===== src/rtl/ahbl_regfile.sv =====
// AHB-Lite slave register file: NUM_REGS RW words, read-only ID word, byte/half strobes,
// optional wait states and two-cycle ERROR. Define AHBL_REGFILE_LOCK_EN to add the LOCK register.
module ahbl_regfile #(
    parameter int          NUM_REGS    = 4,
    parameter int          IDX_W       = 4,
    parameter int          ADDR_LSB    = 2,
    parameter int          WAIT_STATES = 0,
    parameter logic [31:0] ID          = 32'hABCD_EF00
) (
    input  logic                  HCLK,
    input  logic                  HRESETn,
    input  logic                  HSEL,
    input  logic [31:0]           HADDR,
    input  logic [1:0]            HTRANS,
    input  logic                  HWRITE,
    input  logic [2:0]            HSIZE,
    input  logic                  HREADY,
    input  logic [31:0]           HWDATA,
    output logic                  HREADYOUT,
    output logic                  HRESP,
    output logic [31:0]           HRDATA,
    output logic [32*NUM_REGS-1:0] regs_flat
);

    localparam logic [2:0] ST_IDLE = 3'd0;
    localparam logic [2:0] ST_WAIT = 3'd1;
    localparam logic [2:0] ST_DATA = 3'd2;
    localparam logic [2:0] ST_ERR1 = 3'd3;
    localparam logic [2:0] ST_ERR2 = 3'd4;

`ifdef AHBL_REGFILE_LOCK_EN
    localparam int MAX_IDX = NUM_REGS + 1;
`else
    localparam int MAX_IDX = NUM_REGS;
`endif

    logic [2:0]       state;
    logic [3:0]       wait_cnt;
    logic [IDX_W-1:0] idx_q;
    logic [1:0]       off_q;
    logic [2:0]       size_q;
    logic             write_q;
    logic [31:0]      regs [NUM_REGS];
`ifdef AHBL_REGFILE_LOCK_EN
    logic [NUM_REGS-1:0] lock;
`endif

    logic [IDX_W-1:0] addr_idx;
    logic             accept;
    logic             legal;
    logic [3:0]       strb;
    logic             unused_addr;

    assign addr_idx    = HADDR[ADDR_LSB+IDX_W-1:ADDR_LSB];
    assign unused_addr = ^HADDR;

    // Only states that drive HREADYOUT high can see a new address phase.
    assign accept = HSEL && HTRANS[1] && HREADY &&
                    (state == ST_IDLE || state == ST_DATA || state == ST_ERR2);

    always_comb begin
        legal = 1'b1;
        if (int'(addr_idx) > MAX_IDX)                    legal = 1'b0;
        if (HWRITE && int'(addr_idx) == NUM_REGS)         legal = 1'b0;
        if (HSIZE > 3'd2)                                 legal = 1'b0;
        if (HSIZE == 3'd1 && HADDR[0])                    legal = 1'b0;
        if (HSIZE == 3'd2 && HADDR[1:0] != 2'b00)         legal = 1'b0;
`ifdef AHBL_REGFILE_LOCK_EN
        for (int i = 0; i < NUM_REGS; i++) begin
            if (HWRITE && int'(addr_idx) == i && lock[i]) legal = 1'b0;
        end
`endif
    end

    always_comb begin
        strb = 4'b0000;
        case (size_q)
            3'd0:    strb[off_q] = 1'b1;
            3'd1:    strb = off_q[1] ? 4'b1100 : 4'b0011;
            default: strb = 4'b1111;
        endcase
    end

    always_ff @(posedge HCLK) begin
        if (!HRESETn) begin
            state    <= ST_IDLE;
            wait_cnt <= 4'd0;
            idx_q    <= '0;
            off_q    <= 2'b00;
            size_q   <= 3'd0;
            write_q  <= 1'b0;
            for (int i = 0; i < NUM_REGS; i++) regs[i] <= 32'd0;
`ifdef AHBL_REGFILE_LOCK_EN
            lock     <= '0;
`endif
        end else begin
            if (accept) begin
                idx_q   <= addr_idx;
                off_q   <= HADDR[1:0];
                size_q  <= HSIZE;
                write_q <= HWRITE;
                if (!legal) begin
                    state <= ST_ERR1;
                end else if (WAIT_STATES == 0) begin
                    state <= ST_DATA;
                end else begin
                    state    <= ST_WAIT;
                    wait_cnt <= 4'(WAIT_STATES - 1);
                end
            end else begin
                case (state)
                    ST_WAIT: begin
                        if (wait_cnt == 4'd0) state <= ST_DATA;
                        else                  wait_cnt <= wait_cnt - 4'd1;
                    end
                    ST_ERR1: state <= ST_ERR2;
                    default: state <= ST_IDLE;
                endcase
            end

            // Write data is only valid in the final data-phase cycle.
            if (state == ST_DATA && write_q) begin
                for (int i = 0; i < NUM_REGS; i++) begin
                    if (int'(idx_q) == i) begin
                        for (int b = 0; b < 4; b++) begin
                            if (strb[b]) regs[i][8*b +: 8] <= HWDATA[8*b +: 8];
                        end
                    end
                end
`ifdef AHBL_REGFILE_LOCK_EN
                if (int'(idx_q) == NUM_REGS + 1) begin
                    for (int i = 0; i < NUM_REGS; i++) begin
                        if (HWDATA[i] && strb[i/8]) lock[i] <= 1'b1;
                    end
                end
`endif
            end
        end
    end

    always_comb begin
        HRDATA = 32'd0;
        if ((state == ST_WAIT || state == ST_DATA) && !write_q) begin
            for (int i = 0; i < NUM_REGS; i++) begin
                if (int'(idx_q) == i) HRDATA = regs[i];
            end
            if (int'(idx_q) == NUM_REGS) HRDATA = ID;
`ifdef AHBL_REGFILE_LOCK_EN
            if (int'(idx_q) == NUM_REGS + 1) HRDATA[NUM_REGS-1:0] = lock;
`endif
        end
    end

    assign HREADYOUT = !(state == ST_WAIT || state == ST_ERR1);
    assign HRESP     = (state == ST_ERR1 || state == ST_ERR2);

    genvar g;
    generate
        for (g = 0; g < NUM_REGS; g++) begin : g_flat
            assign regs_flat[32*g +: 32] = regs[g];
        end
    endgenerate

endmodule


===== config.mk =====
export PLATFORM = sky130hd
export DESIGN_NAME = ahbl_regfile
export DESIGN_NICKNAME = d
export VERILOG_FILES = /design/src/rtl/ahbl_regfile.sv
export SDC_FILE = /design/constraint.sdc
export NUM_CORES = 1
export LEC_CHECK = 0
export ABC_CLOCK_PERIOD_IN_PS = 2550
export CAP_MARGIN = 5
export CELL_PAD_IN_SITES_DETAIL_PLACEMENT = 1
export CELL_PAD_IN_SITES_GLOBAL_PLACEMENT = 2
export CORE_ASPECT_RATIO = 0.8
export CORE_UTILIZATION = 29
export DETAILED_ROUTE_END_ITERATION = 8
export GPL_ROUTABILITY_DRIVEN = 0
export HOLD_SLACK_MARGIN = 0.12
export PLACE_DENSITY_LB_ADDON = 0.1
export SLEW_MARGIN = 20
export SYNTH_ARGS = -nofsm -noshare
export SYNTH_HDL_FRONTEND = slang
export SYNTH_SLANG_ARGS = --single-unit

===== constraint.sdc =====
create_clock -name HCLK -period 2.55 [get_ports HCLK]
set_input_delay 0.51 -clock HCLK [delete_from_list [all_inputs] [get_ports HCLK]]
set_output_delay 0.51 -clock HCLK [all_outputs]
set_load 0.1 [all_outputs]

# Word-level counts from Yosys, hierarchy flattened
# Memories as Yosys holds them, arrays and structs flattened.
# Cells that the tools add are included.
[totals] ff_bits=17 ram_bits=128 in_bits=74 out_inout_bits=162 memories=1
[mem_list] name="regs" depth=4 word_bits=32 rd=4 rd_clocked_by_memory_dff=0 write_ports=4 line_no="43" text="logic [31:0] regs [NUM_REGS];"
[op_classes] n_addsub=1 n_lt_le_gt_ge=4 eq_ne=13 mux=104 n_bitwise=18 n_reduce_logical=22
[op_table] cell="two-way mux 32 bit" count=6
[op_table] cell="two-way mux 8 bit" count=16
[op_table] cell="two-way mux 1 bit" count=76
[op_table] cell="OR 1 bit" count=16
[op_table] cell="equality test 3 x 1 -> 1 bit, second input constant" count=3
[op_table] cell="equality test 3 x 2 -> 1 bit, second input constant" count=3
[op_table] cell="logical AND 1 bit" count=9
[op_table] cell="equality test 4 x 3 -> 1 bit, second input constant" count=2
[op_table] cell="equality test 4 bit, second input constant" count=2
[op_table] cell="logical NOT 4 bit" count=2
[op_table] cell="one-hot mux 4 bit (2 select lines)" count=1
[op_table] cell="logical NOT 3 bit" count=2
[op_table] cell="two-way mux 3 bit" count=2
[op_table] cell="one-hot mux 3 bit (2 select lines)" count=1
[op_table] cell="logical OR 1 bit" count=5
[op_table] cell="equality test 4 x 2 -> 1 bit, second input constant" count=1
[op_table] cell="> comparator 4 x 3 -> 1 bit, second input constant" count=1
[op_table] cell="two-way mux 4 bit" count=1
[op_table] cell="subtractor 4 x 1 -> 4 bit, second input constant" count=1
[op_table] cell="equality test 3 bit, second input constant" count=1
[op_table] cell="> comparator 3 x 2 -> 1 bit, second input constant" count=1
[op_table] cell="less-than comparator 2 x 3 -> 1 bit, second input constant" count=1
[op_table] cell="inequality test 3 bit, second input constant" count=1
[op_table] cell="AND reduction 3 bit" count=1
[op_table] cell="other kinds (5)" count=7

# Logic depth before layout (Yosys ltp)
# Gate-level depths: netlist of the first run.
[depth] word_depth=11 ltp_mapped=8 depth_no_buf=6

# Worst setup path before layout of the first run
# OpenSTA, ideal clock, no wires.
[synth_path] kind="reg-to-output" from="memory regs[1][17]" to="output HRDATA[17]" arrival_time_ns=3.655 required_time_ns=2.040 slack_ns=-1.615 stages_incl_launch_ff=4 n_path_buf=0 cell_sequence="edfxtp_1 mux2i_1 o32a_1 nor3b_1"
[synth_rtl] item="start, declared" line_no="43"
[synth_rtl] item="end, declared" line_no="21" text="output logic [31:0] HRDATA,"

# Worst setup path in the final report of the first run
[layout_path] from="register state[1]" to="output HRDATA[6]"
[layout_via] elab_chain_len=4
[layout_lines] item="start, declared" line_no="37" text="logic [2:0] state;"
[layout_lines] item="start signal, assigned" line_no="86" text="state <= ST_IDLE;"
[layout_lines] item="start signal, assigned" line_no="103" text="state <= ST_ERR1;"
[layout_lines] item="start signal, assigned" line_no="105" text="state <= ST_DATA;"
[layout_lines] item="equality test 3 x 1 -> 1 bit or equality test 3 x 2 -> 1 bit (tied branches)" line_no="143" text="if ((state == ST_WAIT || state == ST_DATA) && !write_q) begin"
[layout_lines] item="logical OR 1 bit *" line_no="143"
[layout_lines] item="logical AND 1 bit *" line_no="143"
[layout_lines] item="two-way mux 32 bit *" line_no="143"
# Mark *: on every way between the ends. The rest lies on a longest branch, timed or not.

==> results.md, run 1 <==
- Via count: between 5000 and 6000
- Final-layout fill cell count: between 2000 and 2500
- Post-Syn Nets: 647
- Setup WS pre-CTS: 163.0 ps
- Seq. cell area: 4192 sq um
- Switching power: 0.002035 W
- Combinational Power Share: around a fifth
- R2R Setup Slk: between 400 and 500 ps
- Hold endpoint: size_q[1]
- Starting Density: ~30%
- Max-cap violations: 0
- Seq pwr share: 39.2%
- Die area: 24630 sq um
- Final Skew: 11.99 ps
- Worst setup EP type: primary output
- Setup_tns: -350.0 ps
- Post-CTS Hold Buffers: 0
- Clock transition at the registers of the reported paths: 60 ps
- Drt via density: 4.786
- Flops & latches, synth: 145
- Achievable frequency: 385.3 MHz
- Yosys top cell area share: 55.21%
- Internal power: 0.004873 W
- HPWL after DPL: around 18000 microns
- P&R area growth vs syn: 54.58%
- Synth unique cells: 42
- RSZ-0062 raised after global routing: yes
- Worst VDD drop: a little under 0.4 mV
- Core Area: between 20000 and 25000 sq um
- Switching Fraction: 29.46%
- Met2 Routed Length: about 12000 microns
- Failing checks: negative setup slack
- Crit start category: flip-flop
- Wire per inst: 21.13 microns
- Initial drt markers: between 300 and 400
- H-tree depth: 4
- CTS Buf Count: 17
- Die Height: 140.6 microns
- Pwr dens: 641.9 nW/um^2
- Post-layout total power: 0.006908 W
- Setup ws final: -45.60 ps
- Crit path DAT: 2090 ps
- R2R Path End: regs[0][16]
- Crit Path Max Fanout: 7
- Number of synthesized flops with an enable pin: 128
- Mapped Area: between 6000 and 7000 sq um
- R2R Path Start: idx_q[0]
- Tightest Pin Transition: 579.8 ps
- Synth warnings: 0
- Top Layer Used: met4
- Number of routed nets with antenna violations: 0
- Setup Viol. Count Final: 14
- Hold path depth: 2
- Layout cells sized above 1: between 30% and 40%
- Clock power share: 41.3%
- Final min period: between 2000 and 3000 ps
- Area of the multi-input gates: 2917 sq um
- M1 wire length: 10690 microns
- Largest net degree at the start of global routing: 34
- 1st-pass router iterations: 4
- Tcrit/Tclk final: 101.8%
- Final Cell Area: 10760 sq um
- Final hold vios: 0
- Die Wd: 175.2 microns
- Count of input and output buffers: about 210
- Async set-or-reset flop fraction in the synthesized netlist: 0%
- CTS sink count: 145
- Outcome: complete, but fails checks
- Syn avg cell area: between 10 and 15 sq um
- Req. time, crit path: 2040 ps
- Crit Path Class: flip-flop to primary output
- Root Driver: clkbuf_16
- Inserted Diodes: 0
- First-pass GRT wire length: ~36000 microns
- Net count, final: 901
- WL met3: between 1500 and 2000 microns
- Final wirelength: 24320 microns
- Synth top area cells: edfxtp_1, and2_1, dfxtp_1
- GR Overflow Total: 0
- Finished Core Util: roughly 46%
- Synth area leader: edfxtp_1
- Max Transition Viols Final: 0
- Clk Latency, worst-skew pair: about 420 ps
- Max_slew headroom: around three fifths
- Dominant synthesized flop cell: edfxtp_1
- Overall global routing resource usage: between 15 and 20%
- Vias in the first global route: 5818
- R2R depth: 6
- Leak: 4.186 nW
- Drt drc: 0
- Worst hold start: size_q[1]
- Post-synthesis sequential area ratio: about three fifths
- CTS tree: built
- I/O pin count: 236
- Post-Syn Instances: 572
- Hold Crit Class: flip-flop to flip-flop
- Dpl cell area: approximately 10000 sq um
- Placement Rows: 50
- Initial antenna violation count: 0
- Longest Clk Path Bufs: 2
==> flip-flops by register name, indices dropped and copies added, names as in the netlist <==
register / cells
idx_q: 4
off_q: 2
regs: 128
size_q: 3
state: 3
wait_cnt: 4
write_q: 1
==> layout by cell type, fill, tap and decap left out, drive strengths merged, types with 16 or more instances in the layout <==
cell             n
mux2            28
dfxtp           17
and2           132
nor2            30
nor2b           17
nor3            19
mux2i           23
buf            218
clkbuf          20
o21ai           16
clkdlybuf4s50   46
edfxtp         128
==> layout make-up <==
type,count,area share (%)
repair buffers,264,23.73
inverters,11,0.3837
multi-input cells,387,27.10
clock buffers,20,4.058
flip-flops and latches,145,38.95
well taps,312,3.627
clock inverters,12,2.151
==> worst max-delay path by stage <==
| stage | to | start | cells after the start | slack [ps] |
|---|---|---|---|---|
| 2_1_floorplan | HRDATA[17] | regs[1][17] | 3 | -300 |
| 3_3_place_gp | HRDATA[20] | state[1] | 6 | 160 |
| 3_5_place_dp | HRDATA[26] | state[1] | 6 | 160 |
| 4_1_cts | HRDATA[6] | state[1] | 6 | -120 |
| 5_1_grt | HRDATA[6] | state[1] | 6 | -130 |
| 6_report | HRDATA[6] | state[1] | 6 | -50 |
==> per-layer routing <==
metal | up-vias | global-route usage, %
li1 | 2582 | -
met1 | 2740 | 25.45
met2 | 171 | 32.92
met3 | 16 | 5.529
met4 | 0 | 4.348
met5 | - | 0
==> Yosys cell counts (12+ instances only) <==
library cell and n:
nand2b_1 12, o22ai_1 15, nand2_1 15, nor3_1 19, mux2_2 28, edfxtp_1 128
o21ai_0 16, and2_1 132, mux2i_1 23, clkbuf_1 21, nor2_1 30, nor2b_1 17
dfxtp_1 17
==> kinds of logic (layout without fill, tap and decap cells) <==
logic type | count (synthesis) | count (layout) | synth area share [%]
AND/OR/NAND/NOR | 246 | 247 | 20.36
AO/OA/AOI/OAI | 84 | 84 | 8.447
adder cells (fa/ha/maj) | 1 | 1 | 0.1797
buffers and inverters | 41 | 307 | 2.570
XOR/XNOR | 4 | 4 | 0.5032
multiplexers | 51 | 51 | 7.836
flip-flops | 145 | 145 | 60.10
==> power by group through the flow <==
stage,logic [W],clock network [W],registers (W)
after global routing,0.00140,0.00300,0.00272
after global placement,0.00132,0,0.00276
after detailed placement,0.00133,0,0.00276
after floorplan,0.000410,0,0.00326
after CTS,0.00135,0.00291,0.00271
final,0.00135,0.00285,0.00271
==> metrics by stage <==
stage	std cells	hold WS (ps)
after floorplan	572	486.4
after global placement	1112	506.6
after detailed placement	1112	530.0
after CTS	1148	544.9
after global routing	1151	557.3
final	1151	540.3
==> timing repair <==
action                                  CTS  global route
pin swaps                                 6             2
endpoints found under the setup margin   32            28
setup buffers                             3             2
resized for setup                        11             3
gates cloned                              1             1
hold endpoints to repair                  0             0
==> critical path: stages, from the launching register on <==
cell and delay (ps):
dfxtp_2 320, xnor2_1 120, or3_4 340, or3_4 400, buf_12 180, nor2_4 110, buf_12 180
(Power assumes the default switching activity.)
==> run 2: changes to the inputs <==
- CTS_CLUSTER_DIAMETER: default -> 100
==> results of run 2 <==
The final DEF is identical to that of run 1; final timing and power are the same.
==> run 3: changes to the inputs <==
- CAP_MARGIN: 5 -> default
- CORE_ASPECT_RATIO: 0.8 -> default
==> results.md, run 3 (synthesis gave the netlist of run 1 again) <==
- Outcome: complete, but fails checks
- Failing checks: negative setup slack
- CTS sink count: 145
- Largest regs: regs (128), idx_q (4), wait_cnt (4)
- 1st-pass router iterations: 4
- Tightest Pin Transition: 631.2 ps
- Crit path DAT: 2100 ps
- H-tree depth: 4
- Hold Crit Class: flip-flop to flip-flop
- Final min period: 2610 ps
- Layout cells sized above 1: 38.53%
- Final wirelength: 23950 microns
- Drt via density: between 4 and 5
- Crit start category: flip-flop
- Inserted Diodes: 0
- Worst VDD drop: 0.3758 mV
- Post-CTS Hold Buffers: 0
- Die Height: 156.9 microns
- I/O pin count: 236
- Longest Clk Path Bufs: 2
- Vias in the first global route: 5839
- First-pass GRT wire length: roughly 35000 microns
- Clk Latency, worst-skew pair: 420 ps
- Max FFs per register: between 100 and 150
- R2R Path End: regs[2][26]
- Worst setup EP type: primary output
- Leak: about 4.2 nW
- Overall global routing resource usage: 19.72%
- Setup ws final: -59.97 ps
- Hold path depth: 2
- Core Area: between 20000 and 25000 sq um
- RSZ-0062 raised after global routing: yes
- Setup Viol. Count Final: 15
- P&R area growth vs syn: 54.30%
- Net count, final: approximately 900
- Final Cell Area: 10740 sq um
- Crit Path Class: flip-flop to primary output
- Pwr dens: 621.8 nW/um^2
- Via count: approximately 5500
- Wire per inst: 20.65 microns
- Final hold vios: 0
- Worst hold start: size_q[2]
- Root Driver: clkbuf_16
- R2R Setup Slk: 170 ps
- Placement Rows: 56
- Count of input and output buffers: 208
- Tcrit/Tclk final: 102.4%
- Initial antenna violation count: 0
- Starting Density: roughly 30%
- Clock transition at the registers of the reported paths: 60 ps
- Final Skew: 10.67 ps
- Final hold slack: around 530 ps
- Commonest cells after routing, fill and taps aside: buf_4, and2_1, edfxtp_1
- Die Wd: 156.9 microns
- Initial drt markers: 202
- Dpl cell area: roughly 10000 sq um
- Die area: 24630 sq um
- Hold endpoint: size_q[2]
- R2R depth: 7
- Crit Path Max Fanout: 7
- R2R Path Start: idx_q[0]
- Max Transition Viols Final: 0
- Number of routed nets with antenna violations: 0
- Max_slew headroom: 57.92%
- Max-cap violations: 0
- CTS Buf Count: 17
- CTS tree: built
- Drt drc: 0
- Biggest register: regs
- Req. time, crit path: 2040 ps
- Largest net degree at the start of global routing: 34
- HPWL after DPL: 17660 microns
- GR Overflow Total: 0
- Achievable frequency: 383.1 MHz
- Most common cell after layout, fill and taps aside: buf_4
## run 3: cell types whose count changed in the layout (fill, tap and decap cells not counted), sizes merged
| cell | previous run | this run |
|---|---|---|
| clkbuf | 20 | 26 |
| bufinv | 6 | 1 |
| buf | 218 | 221 |
| inv | 13 | 11 |
| clkinv | 3 | 4 |
| or2 | 4 | 3 |
## run 3: how the worst max path moves through the flow
stage	startpoint	depth (start not counted)	to	slack, ps
finish	state[1]	6	HRDATA[6]	-60
global route	state[1]	6	HRDATA[6]	-130
CTS	state[1]	6	HRDATA[6]	-110
detailed placement	state[1]	6	HRDATA[20]	170
global placement	state[1]	6	HRDATA[26]	190
floorplan	regs[1][17]	3	HRDATA[17]	-300
## run 3: per-layer routing
layer  vias to the layer above  routed length [microns]  global-route usage (%)
li1                       2580                        -                       -
met2                       137                    12670                   35.98
met5                         -                        0                       0
met1                      2778                    10090                   23.91
met4                         0                      224                   5.836
met3                        19                      973                   2.836
## run 3: what timing repair did
item,in CTS,in global routing
pin swaps,6,1
cloned,1,0
endpoints found under the setup margin,32,25
resized for setup,10,4
setup buffers,3,2
## run 3: cell type report
cell class | count | area (sq um)
Clock buffer | 26 | 564.3
Clock inverter | 6 | 65.06
Fill cell | 2456 | 12730
Inverter | 11 | 41.29
Multi-Input combinational cell | 386 | 2910
Sequential cell | 145 | 4192
Tap cell | 319 | 399.1
Timing Repair Buffer | 267 | 2570
## run 3: power breakdown
group          switching [W]  internal, W  leakage [nW]  total, W
Combinational       0.000976     0.000373          2.41   0.00135
Sequential         0.0000515      0.00265          1.46   0.00270
Clock               0.000995      0.00163         0.307   0.00263
Total                0.00202      0.00466          4.18   0.00668
## run 3: worst max-delay path, stage by stage (launching register included)
cell,delay [ps]
dfxtp_2,330
xnor2_1,120
or3_4,340
or3_4,400
buf_12,180
nor2_4,110
buf_12,180
## run 3: per-stage QoR
stage               setup WS, ps  utilization (%)  cells  total power (W)  TNS, ps
floorplan                 -295.8                -    572         0.003669    -1872
global placement           185.7            42.62   1122         0.004074        0
detailed placement         173.8            42.62   1122         0.004092        0
CTS                       -108.0            45.63   1158         0.006730    -1379
global route              -132.9            45.76   1160         0.006860    -1954
finish                    -59.97            45.76   1160         0.006679   -654.0
